<file path="src/rtl/scanner_pkg.sv">
// Shared encodings for the scanner node: FSM states, peer comm codes and 7-segment glyphs.
// The optional display (SCANNER_HEX_EN) uses the glyph constants and seg_digit().
package scanner_pkg;

  typedef enum logic [2:0] {
    ST_LOWPOWER     = 3'd0,
    ST_STANDBY      = 3'd1,
    ST_COLLECTING   = 3'd2,
    ST_IDLE         = 3'd3,
    ST_TRANSFERRING = 3'd4,
    ST_FLUSHING     = 3'd5
  } state_t;

  typedef enum logic [1:0] {
    COMM_INACTIVE      = 2'b00,
    COMM_GO_TO_STANDBY = 2'b01,
    COMM_START_SCAN    = 2'b10,
    COMM_START_FLUSH   = 2'b11
  } comm_t;

  // Active-low glyphs. State glyphs carry segment a in the MSB; digit glyphs carry segment g in the MSB.
  localparam logic [6:0] SEG_BLANK   = 7'b1111111;
  localparam logic [6:0] SEG_DASH    = 7'b0111111;
  localparam logic [6:0] SEG_ST_L    = 7'b1110001;
  localparam logic [6:0] SEG_ST_S    = 7'b0100100;
  localparam logic [6:0] SEG_ST_C    = 7'b0110001;
  localparam logic [6:0] SEG_ST_D    = 7'b1000010;
  localparam logic [6:0] SEG_ST_T    = 7'b1110000;
  localparam logic [6:0] SEG_ST_F    = 7'b0111000;

  function automatic logic [6:0] seg_digit(input logic [3:0] d);
    logic [6:0] g;
    case (d)
      4'd0:    g = 7'b1000000;
      4'd1:    g = 7'b1111001;
      4'd2:    g = 7'b0100100;
      4'd3:    g = 7'b0110000;
      4'd4:    g = 7'b0011001;
      4'd5:    g = 7'b0010010;
      4'd6:    g = 7'b0000010;
      4'd7:    g = 7'b1111000;
      4'd8:    g = 7'b0000000;
      4'd9:    g = 7'b0010000;
      default: g = SEG_DASH;
    endcase
    return g;
  endfunction

endpackage

</file>
<file path="src/rtl/scanner_hex_display.sv">
// Combinational 7-segment decode of the node state and fill level.
// Only instantiated when SCANNER_HEX_EN is defined.
module scanner_hex_display
  import scanner_pkg::*;
#(
  parameter int CW = 4
) (
  input  logic [2:0]    state,
  input  logic [CW-1:0] fill,
  output logic [6:0]    state_hex,
  output logic [6:0]    fill_hex
);

  // Glyph selection for state and fill digit
  always_comb begin
    state_hex = SEG_BLANK;
    fill_hex  = SEG_DASH;
    case (state)
      ST_LOWPOWER:     state_hex = SEG_ST_L;
      ST_STANDBY:      state_hex = SEG_ST_S;
      ST_COLLECTING:   state_hex = SEG_ST_C;
      ST_IDLE:         state_hex = SEG_ST_D;
      ST_TRANSFERRING: state_hex = SEG_ST_T;
      ST_FLUSHING:     state_hex = SEG_ST_F;
      default:         state_hex = SEG_BLANK;
    endcase
    if (int'(fill) > 32'sd9) begin
      fill_hex = SEG_DASH;
    end else begin
      fill_hex = seg_digit(4'(fill));
    end
  end

endmodule

</file>
<file path="src/rtl/scanner_node.sv">
// Scanner node: sample buffer, peer comm link, valid/ready drain and timed flush.
// Optional SCANNER_HEX_EN adds state_hex/fill_hex 7-segment outputs.
module scanner_node
  import scanner_pkg::*;
#(
  parameter int ID           = 0,
  parameter int DEPTH        = 10,
  parameter int DATA_W       = 8,
  parameter int FLUSH_AT     = 6,
  parameter int STANDBY_LEAD = 2,
  parameter int FLUSH_CYCLES = 2,
  localparam int CW          = $clog2(DEPTH + 1)
) (
  input  logic              clk,
  input  logic              reset,
  input  logic [2:0]        user_cmd,
  input  logic [1:0]        rx_comm,
  output logic [1:0]        tx_comm,
  input  logic              scan_valid,
  input  logic [DATA_W-1:0] scan_data,
  output logic              xfer_valid,
  input  logic              xfer_ready,
  output logic [DATA_W-1:0] xfer_data,
  output logic [2:0]        state,
  output logic [CW-1:0]     fill
`ifdef SCANNER_HEX_EN
 ,output logic [6:0]        state_hex
 ,output logic [6:0]        fill_hex
`endif
);

  localparam int PW = $clog2(DEPTH);
  localparam int TW = (FLUSH_CYCLES > 1) ? $clog2(FLUSH_CYCLES) : 1;

  localparam logic [CW-1:0] LVL_FULL  = CW'(DEPTH);
  localparam logic [CW-1:0] LVL_SCAN  = CW'(DEPTH - 1);
  localparam logic [CW-1:0] LVL_STBY  = CW'(DEPTH - STANDBY_LEAD);
  localparam logic [CW-1:0] LVL_FLUSH = CW'(FLUSH_AT);
  localparam logic [CW-1:0] LVL_ONE   = {{(CW-1){1'b0}}, 1'b1};
  localparam logic [PW-1:0] PTR_LAST  = PW'(DEPTH - 1);
  localparam logic [TW-1:0] TMR_LAST  = TW'(FLUSH_CYCLES - 1);

  if (DEPTH < 4 || FLUSH_AT < 1 || FLUSH_AT >= DEPTH - 2 || STANDBY_LEAD < 2 ||
      STANDBY_LEAD >= DEPTH - FLUSH_AT || FLUSH_CYCLES < 1 || ID < 0) begin : g_param_check
    $error("scanner_node: illegal parameter combination");
  end

  state_t              state_r, state_next_s;
  logic [DATA_W-1:0]   mem_r [DEPTH];
  logic [PW-1:0]       wr_ptr_r, rd_ptr_r;
  logic [CW-1:0]       fill_r;
  logic [TW-1:0]       timer_r;
  logic                do_write_s, do_pop_s, clear_s, timer_inc_s, xfer_valid_s;
  comm_t               tx_comm_s;

  // Explicit wrap so non-power-of-2 depths never index past the last word
  function automatic logic [PW-1:0] ptr_next(input logic [PW-1:0] p);
    if (p == PTR_LAST) begin
      return {PW{1'b0}};
    end else begin
      return p + {{(PW-1){1'b0}}, 1'b1};
    end
  endfunction

  // Present-state register
  always_ff @(posedge clk or negedge reset) begin
    if (!reset) begin
      state_r <= ST_LOWPOWER;
    end else begin
      state_r <= state_next_s;
    end
  end

  // Next-state decode plus datapath strobes and comb outputs
  always_comb begin
    state_next_s = state_r;
    do_write_s   = 1'b0;
    do_pop_s     = 1'b0;
    clear_s      = 1'b0;
    timer_inc_s  = 1'b0;
    xfer_valid_s = 1'b0;
    tx_comm_s    = COMM_INACTIVE;
    case (state_r)
      ST_LOWPOWER: begin
        if (rx_comm == COMM_GO_TO_STANDBY || user_cmd[0]) state_next_s = ST_STANDBY;
        else                                              state_next_s = ST_LOWPOWER;
      end
      ST_STANDBY: begin
        if (rx_comm == COMM_START_SCAN || user_cmd[2]) begin
          clear_s      = 1'b1;
          state_next_s = ST_COLLECTING;
        end else begin
          state_next_s = ST_STANDBY;
        end
      end
      ST_COLLECTING: begin
        if (fill_r == LVL_SCAN)       tx_comm_s = COMM_START_SCAN;
        else if (fill_r == LVL_STBY)  tx_comm_s = COMM_GO_TO_STANDBY;
        else if (fill_r == LVL_FLUSH) tx_comm_s = COMM_START_FLUSH;
        else                          tx_comm_s = COMM_INACTIVE;
        if (scan_valid && fill_r != LVL_FULL) begin
          do_write_s = 1'b1;
          if (fill_r == LVL_SCAN) state_next_s = ST_IDLE;
          else                    state_next_s = ST_COLLECTING;
        end else begin
          state_next_s = ST_COLLECTING;
        end
      end
      ST_IDLE: begin
        if (user_cmd[1])                        state_next_s = ST_TRANSFERRING;
        else if (rx_comm == COMM_START_FLUSH)   state_next_s = ST_FLUSHING;
        else                                    state_next_s = ST_IDLE;
      end
      ST_TRANSFERRING: begin
        xfer_valid_s = (fill_r != {CW{1'b0}});
        if (xfer_valid_s && xfer_ready) begin
          do_pop_s = 1'b1;
          if (fill_r == LVL_ONE) state_next_s = ST_LOWPOWER;
          else                   state_next_s = ST_TRANSFERRING;
        end else begin
          state_next_s = ST_TRANSFERRING;
        end
      end
      ST_FLUSHING: begin
        if (timer_r == TMR_LAST) begin
          clear_s      = 1'b1;
          state_next_s = ST_LOWPOWER;
        end else begin
          timer_inc_s  = 1'b1;
          state_next_s = ST_FLUSHING;
        end
      end
      default: state_next_s = ST_LOWPOWER;
    endcase
  end

  // Pointers, fill level and flush timer
  always_ff @(posedge clk or negedge reset) begin
    if (!reset) begin
      wr_ptr_r <= {PW{1'b0}};
      rd_ptr_r <= {PW{1'b0}};
      fill_r   <= {CW{1'b0}};
      timer_r  <= {TW{1'b0}};
    end else if (clear_s) begin
      wr_ptr_r <= {PW{1'b0}};
      rd_ptr_r <= {PW{1'b0}};
      fill_r   <= {CW{1'b0}};
      timer_r  <= {TW{1'b0}};
    end else begin
      if (do_write_s) begin
        wr_ptr_r <= ptr_next(wr_ptr_r);
        fill_r   <= fill_r + LVL_ONE;
      end else if (do_pop_s) begin
        rd_ptr_r <= ptr_next(rd_ptr_r);
        fill_r   <= fill_r - LVL_ONE;
      end else begin
        fill_r   <= fill_r;
      end
      if (timer_inc_s) timer_r <= timer_r + {{(TW-1){1'b0}}, 1'b1};
      else             timer_r <= timer_r;
    end
  end

  // Sample storage, cleared on reset so xfer_data is never X
  always_ff @(posedge clk or negedge reset) begin
    if (!reset) begin
      for (int i = 0; i < DEPTH; i++) mem_r[i] <= {DATA_W{1'b0}};
    end else if (do_write_s) begin
      mem_r[wr_ptr_r] <= scan_data;
    end else begin
      mem_r[wr_ptr_r] <= mem_r[wr_ptr_r];
    end
  end

  assign state      = state_r;
  assign fill       = fill_r;
  assign tx_comm    = tx_comm_s;
  assign xfer_valid = xfer_valid_s;
  assign xfer_data  = mem_r[rd_ptr_r];

`ifdef SCANNER_HEX_EN
  scanner_hex_display #(.CW(CW)) u_hex (
    .state     (state_r),
    .fill      (fill_r),
    .state_hex (state_hex),
    .fill_hex  (fill_hex)
  );
`endif

endmodule
</file>
<file path="config.mk">
export PLATFORM = sky130hd
export DESIGN_NAME = scanner_node
export DESIGN_NICKNAME = d
export VERILOG_FILES = /design/src/rtl/scanner_pkg.sv /design/src/rtl/scanner_hex_display.sv /design/src/rtl/scanner_node.sv
export SDC_FILE = /design/constraint.sdc
export NUM_CORES = 1
export LEC_CHECK = 0
export CORE_MARGIN = 2
export CORE_UTILIZATION = 34
export DETAILED_ROUTE_END_ITERATION = 10
export PLACE_DENSITY = 0.6
export SKIP_CTS_REPAIR_TIMING = 1
export SLEW_MARGIN = 30
export SYNTH_ARGS = -nofsm -noshare
export SYNTH_HDL_FRONTEND = slang
export SYNTH_SLANG_ARGS = --single-unit
</file>
<file path="constraint.sdc">
create_clock -name clk -period 2.05 [get_ports clk]
set_clock_uncertainty 0.1 [all_clocks]
set_input_delay 0.3075 -clock clk [delete_from_list [all_inputs] [get_ports clk]]
set_output_delay 0.3075 -clock clk [all_outputs]
set_load 0.1 [all_outputs]
</file>
==> flow_metrics.tcl <==
set metrics [dict create \
    grt_max_degree 38 \
    p_int_mw 7.682 \
    postPlaceCellArea_mm2 0.006636 \
    worstPathRequired_ps 1640 \
    synthesis.nets 569 \
    die_area_mm2 0.01698 \
    numCtsBuffers 9 \
    grt_pass1_vias 4396 \
    min_period_ps 2429 \
    power_density_mw_per_mm2 1825 \
    htreeDepth 3 \
    yosysUniqueCellTypes 51 \
    ys.flop_type "dfrtp_1" \
    p_sw_mw 6.420 \
    worstSetupPathType "register to output port" \
    ant_nets 0 \
    multiInputGateArea_mm2 0.003333 \
    antenna_found_initial 0 \
    die_w_um 130.3 \
    fin_nets 674 \
    setup_ws_ps -378.6 \
    clk_latency_ps 350 \
    grt.overflow.total 0 \
    synth_seq_cells 96 \
    synth_area_mm2 0.005424 \
    routabilityCongestion 0.8279 \
    report.power.total_mw 14.10 \
    cp.arrival_ps 2020 \
    drcViolationCount 0 \
    wl_met1_mm 7.515 \
    rr_startpoint "wr_ptr_r[0]" \
    worstMarginPinSlew_ps 574.4 \
    status "complete, but fails checks" \
    wl_met3_um 797 \
    path_clk_slew_ps 70 \
    tns_ps -7742 \
    pwr-share-seq 0.247 \
    violations "setup timing" \
    end_kind "output port" \
    combinationalPowerShare 0.634 \
    ys_async_sr_fraction 1.000 \
    holdCritPathClass "input pin to asynchronous set/reset pin" \
    period_share 1.185 \
    ios 35 \
    cp-start-kind "register" \
    fmax_ghz 0.4118 \
    top_layer_used "met4" \
    yosysSeqAreaShare 0.4429 \
    fillCellCount 1377 \
    slew_violations 0 \
    wl_mm 17.20 \
    grt_pass1_wl_mm 24.08 \
    port_buffers 34 \
    core_area_mm2 0.01571 \
    cts_root_buffer "clkbuf_16" \
    wire_per_inst_um 19.72 \
    final-seq-area_mm2 0.002429 \
    synth-edff-count 0 \
    syn_to_final_growth_pct 42.45 \
    switching_share 0.4553 \
    dr.pass1.iters 6 \
    via_per_inst 5.648 \
    die_h_um 130.3 \
    ys_warn_count 0 \
    diodes 0 \
    setup_viol 72 \
    vdd_drop_max_mv 0.6726 \
    synthCells 546 \
    dp_hpwl_mm 10.51 \
    wl_met2_mm 8.478 \
    rsz0062_at_grt "true" \
    cp_max_fo 4 \
    maxSlewHeadroom 0.6141 \
    first_iter_violations 418 \
    reg2reg_to "mem_r[10]" \
    cts_buffer_depth 2 \
    clkPwrFrac 0.119 \
    syn_avg_cell_area_um2 9.934 \
    rows 46 \
    cts.sinks 96 \
    finalInstanceArea_mm2 0.007726 \
    routed-via-count 4925 \
    drv_cap 0 \
    r2r_setup_slack_ps -140 \
    drive_above_1_share 0.4375 \
    r2r_cells 9 \
    cts_tree "yes" \
    p_leak_nw 3.170 \
    track_usage 0.1873 \
    start_util 0.3452 \
    final_hold_viol_count 0 \
    holdWs_ps 350.5 \
]
synthesized netlist by cell type, drive strengths merged (2+ instances only):
library cell	number	area share
nand2	101	0.070
o21ai	99	0.098
dfrtp	96	0.44
mux2	40	0.084
buf	25	0.028
a21oi	16	0.015
mux4	16	0.066
nand3	16	0.015
nor2	16	0.011
clkbuf	12	0.0083
mux2i	12	0.022
nor3	12	0.012
a22oi	10	0.014
a222oi	8	0.015
a31o	8	0.015
inv	8	0.0055
nor2b	7	0.0081
ha	6	0.014
nor3b	5	0.012
a31oi	4	0.0046
nand2b	3	0.0035
o22ai	3	0.0035
or3	3	0.0035
and3b	2	0.0032
nand3b	2	0.0028
or2	2	0.0023
per-stage QoR:
stage	worst slack, ps	std cells	util
5_1_grt	-400.1	872	0.4917
3_3_place_gp	-19.84	814	0.4224
4_1_cts	-416.5	830	0.4412
2_1_floorplan	-44.71	546	-
3_5_place_dp	-25.33	814	0.4224
6_report	-378.6	872	0.4917
worst max-delay path by stage:
stage / from / to / slack (ps) / cells after the start
global route: rd_ptr_r[0] / xfer_data[6] / -400 / 5
CTS: rd_ptr_r[1] / xfer_data[5] / -420 / 6
detailed placement: rd_ptr_r[1] / xfer_data[5] / -30 / 6
finish: rd_ptr_r[0] / xfer_data[4] / -380 / 5
global placement: rd_ptr_r[0] / xfer_data[0] / -20 / 5
floorplan: fill[0] / mem_r[55] / -40 / 8
per-layer routing:
layer	global-route usage	vias up
li1	-	2237
met1	0.2565	2477
met2	0.3021	178
met3	0.03157	33
met4	0.06452	0
met5	0	-
cell usage in the layout, fill, tap and decap left out, types with 4 or more instances in the layout:
cell / instances
inv_1: 6
a222oi_1: 8
a31oi_1: 4
nor3_1: 11
nor2_1: 15
mux2i_1: 12
a21oi_4: 5
mux2_4: 7
a22oi_1: 6
a21oi_1: 6
buf_6: 10
a22oi_2: 4
o21ai_0: 12
clkdlybuf4s50_1: 15
o21ai_1: 37
mux4_2: 16
a31o_2: 11
a31o_4: 5
dfrtp_4: 6
a21oi_2: 5
nand2_1: 101
buf_12: 22
nor2b_1: 7
buf_4: 69
nand3_1: 12
o21ai_4: 8
mux2_2: 33
o21ai_2: 42
clkbuf_16: 13
dfrtp_1: 87
sequential cells by signal (all words and copies together) (netlist names):
register  cells
timer_r       1
mem_r        80
rd_ptr_r      4
state         3
wr_ptr_r      4
fill          4
cell type report:
type	instances	share of cell area
clock buffer	13	0.03498
inverter	8	0.004858
sequential	96	0.3143
tap	216	0.03498
timing repair buffer	123	0.1762
multi-input combinational	413	0.4314
clock inverter	3	0.003239
critical path, cell delays in order (launching register included):
cell	delay, ps
dfrtp_2	480
clkbuf_16	200
mux4_2	500
a21oi_2	220
o21ai_4	100
buf_12	170
logic make-up after synthesis:
| group | count (synthesis) | share of synthesized area |
|---|---|---|
| AND/OR/NAND/NOR | 176 | 0.1534 |
| AO/OA/AOI/OAI | 155 | 0.1755 |
| flip-flops | 96 | 0.4429 |
| multiplexers | 68 | 0.1723 |
| buffers and inverters | 45 | 0.04198 |
| adder cells (fa/ha/maj) | 6 | 0.01384 |
power groups by stage:
stage / clock, mW / sequential, mW / combinational, mW
after floorplan: 0 / 3.57 / 4.66
after global placement: 0 / 3.36 / 6.91
after detailed placement: 0 / 3.43 / 7.03
after CTS: 1.70 / 3.39 / 7.04
after global routing: 1.78 / 3.57 / 9.47
final: 1.68 / 3.48 / 8.95
No activity file was read; power rests on OpenSTA's default activity.
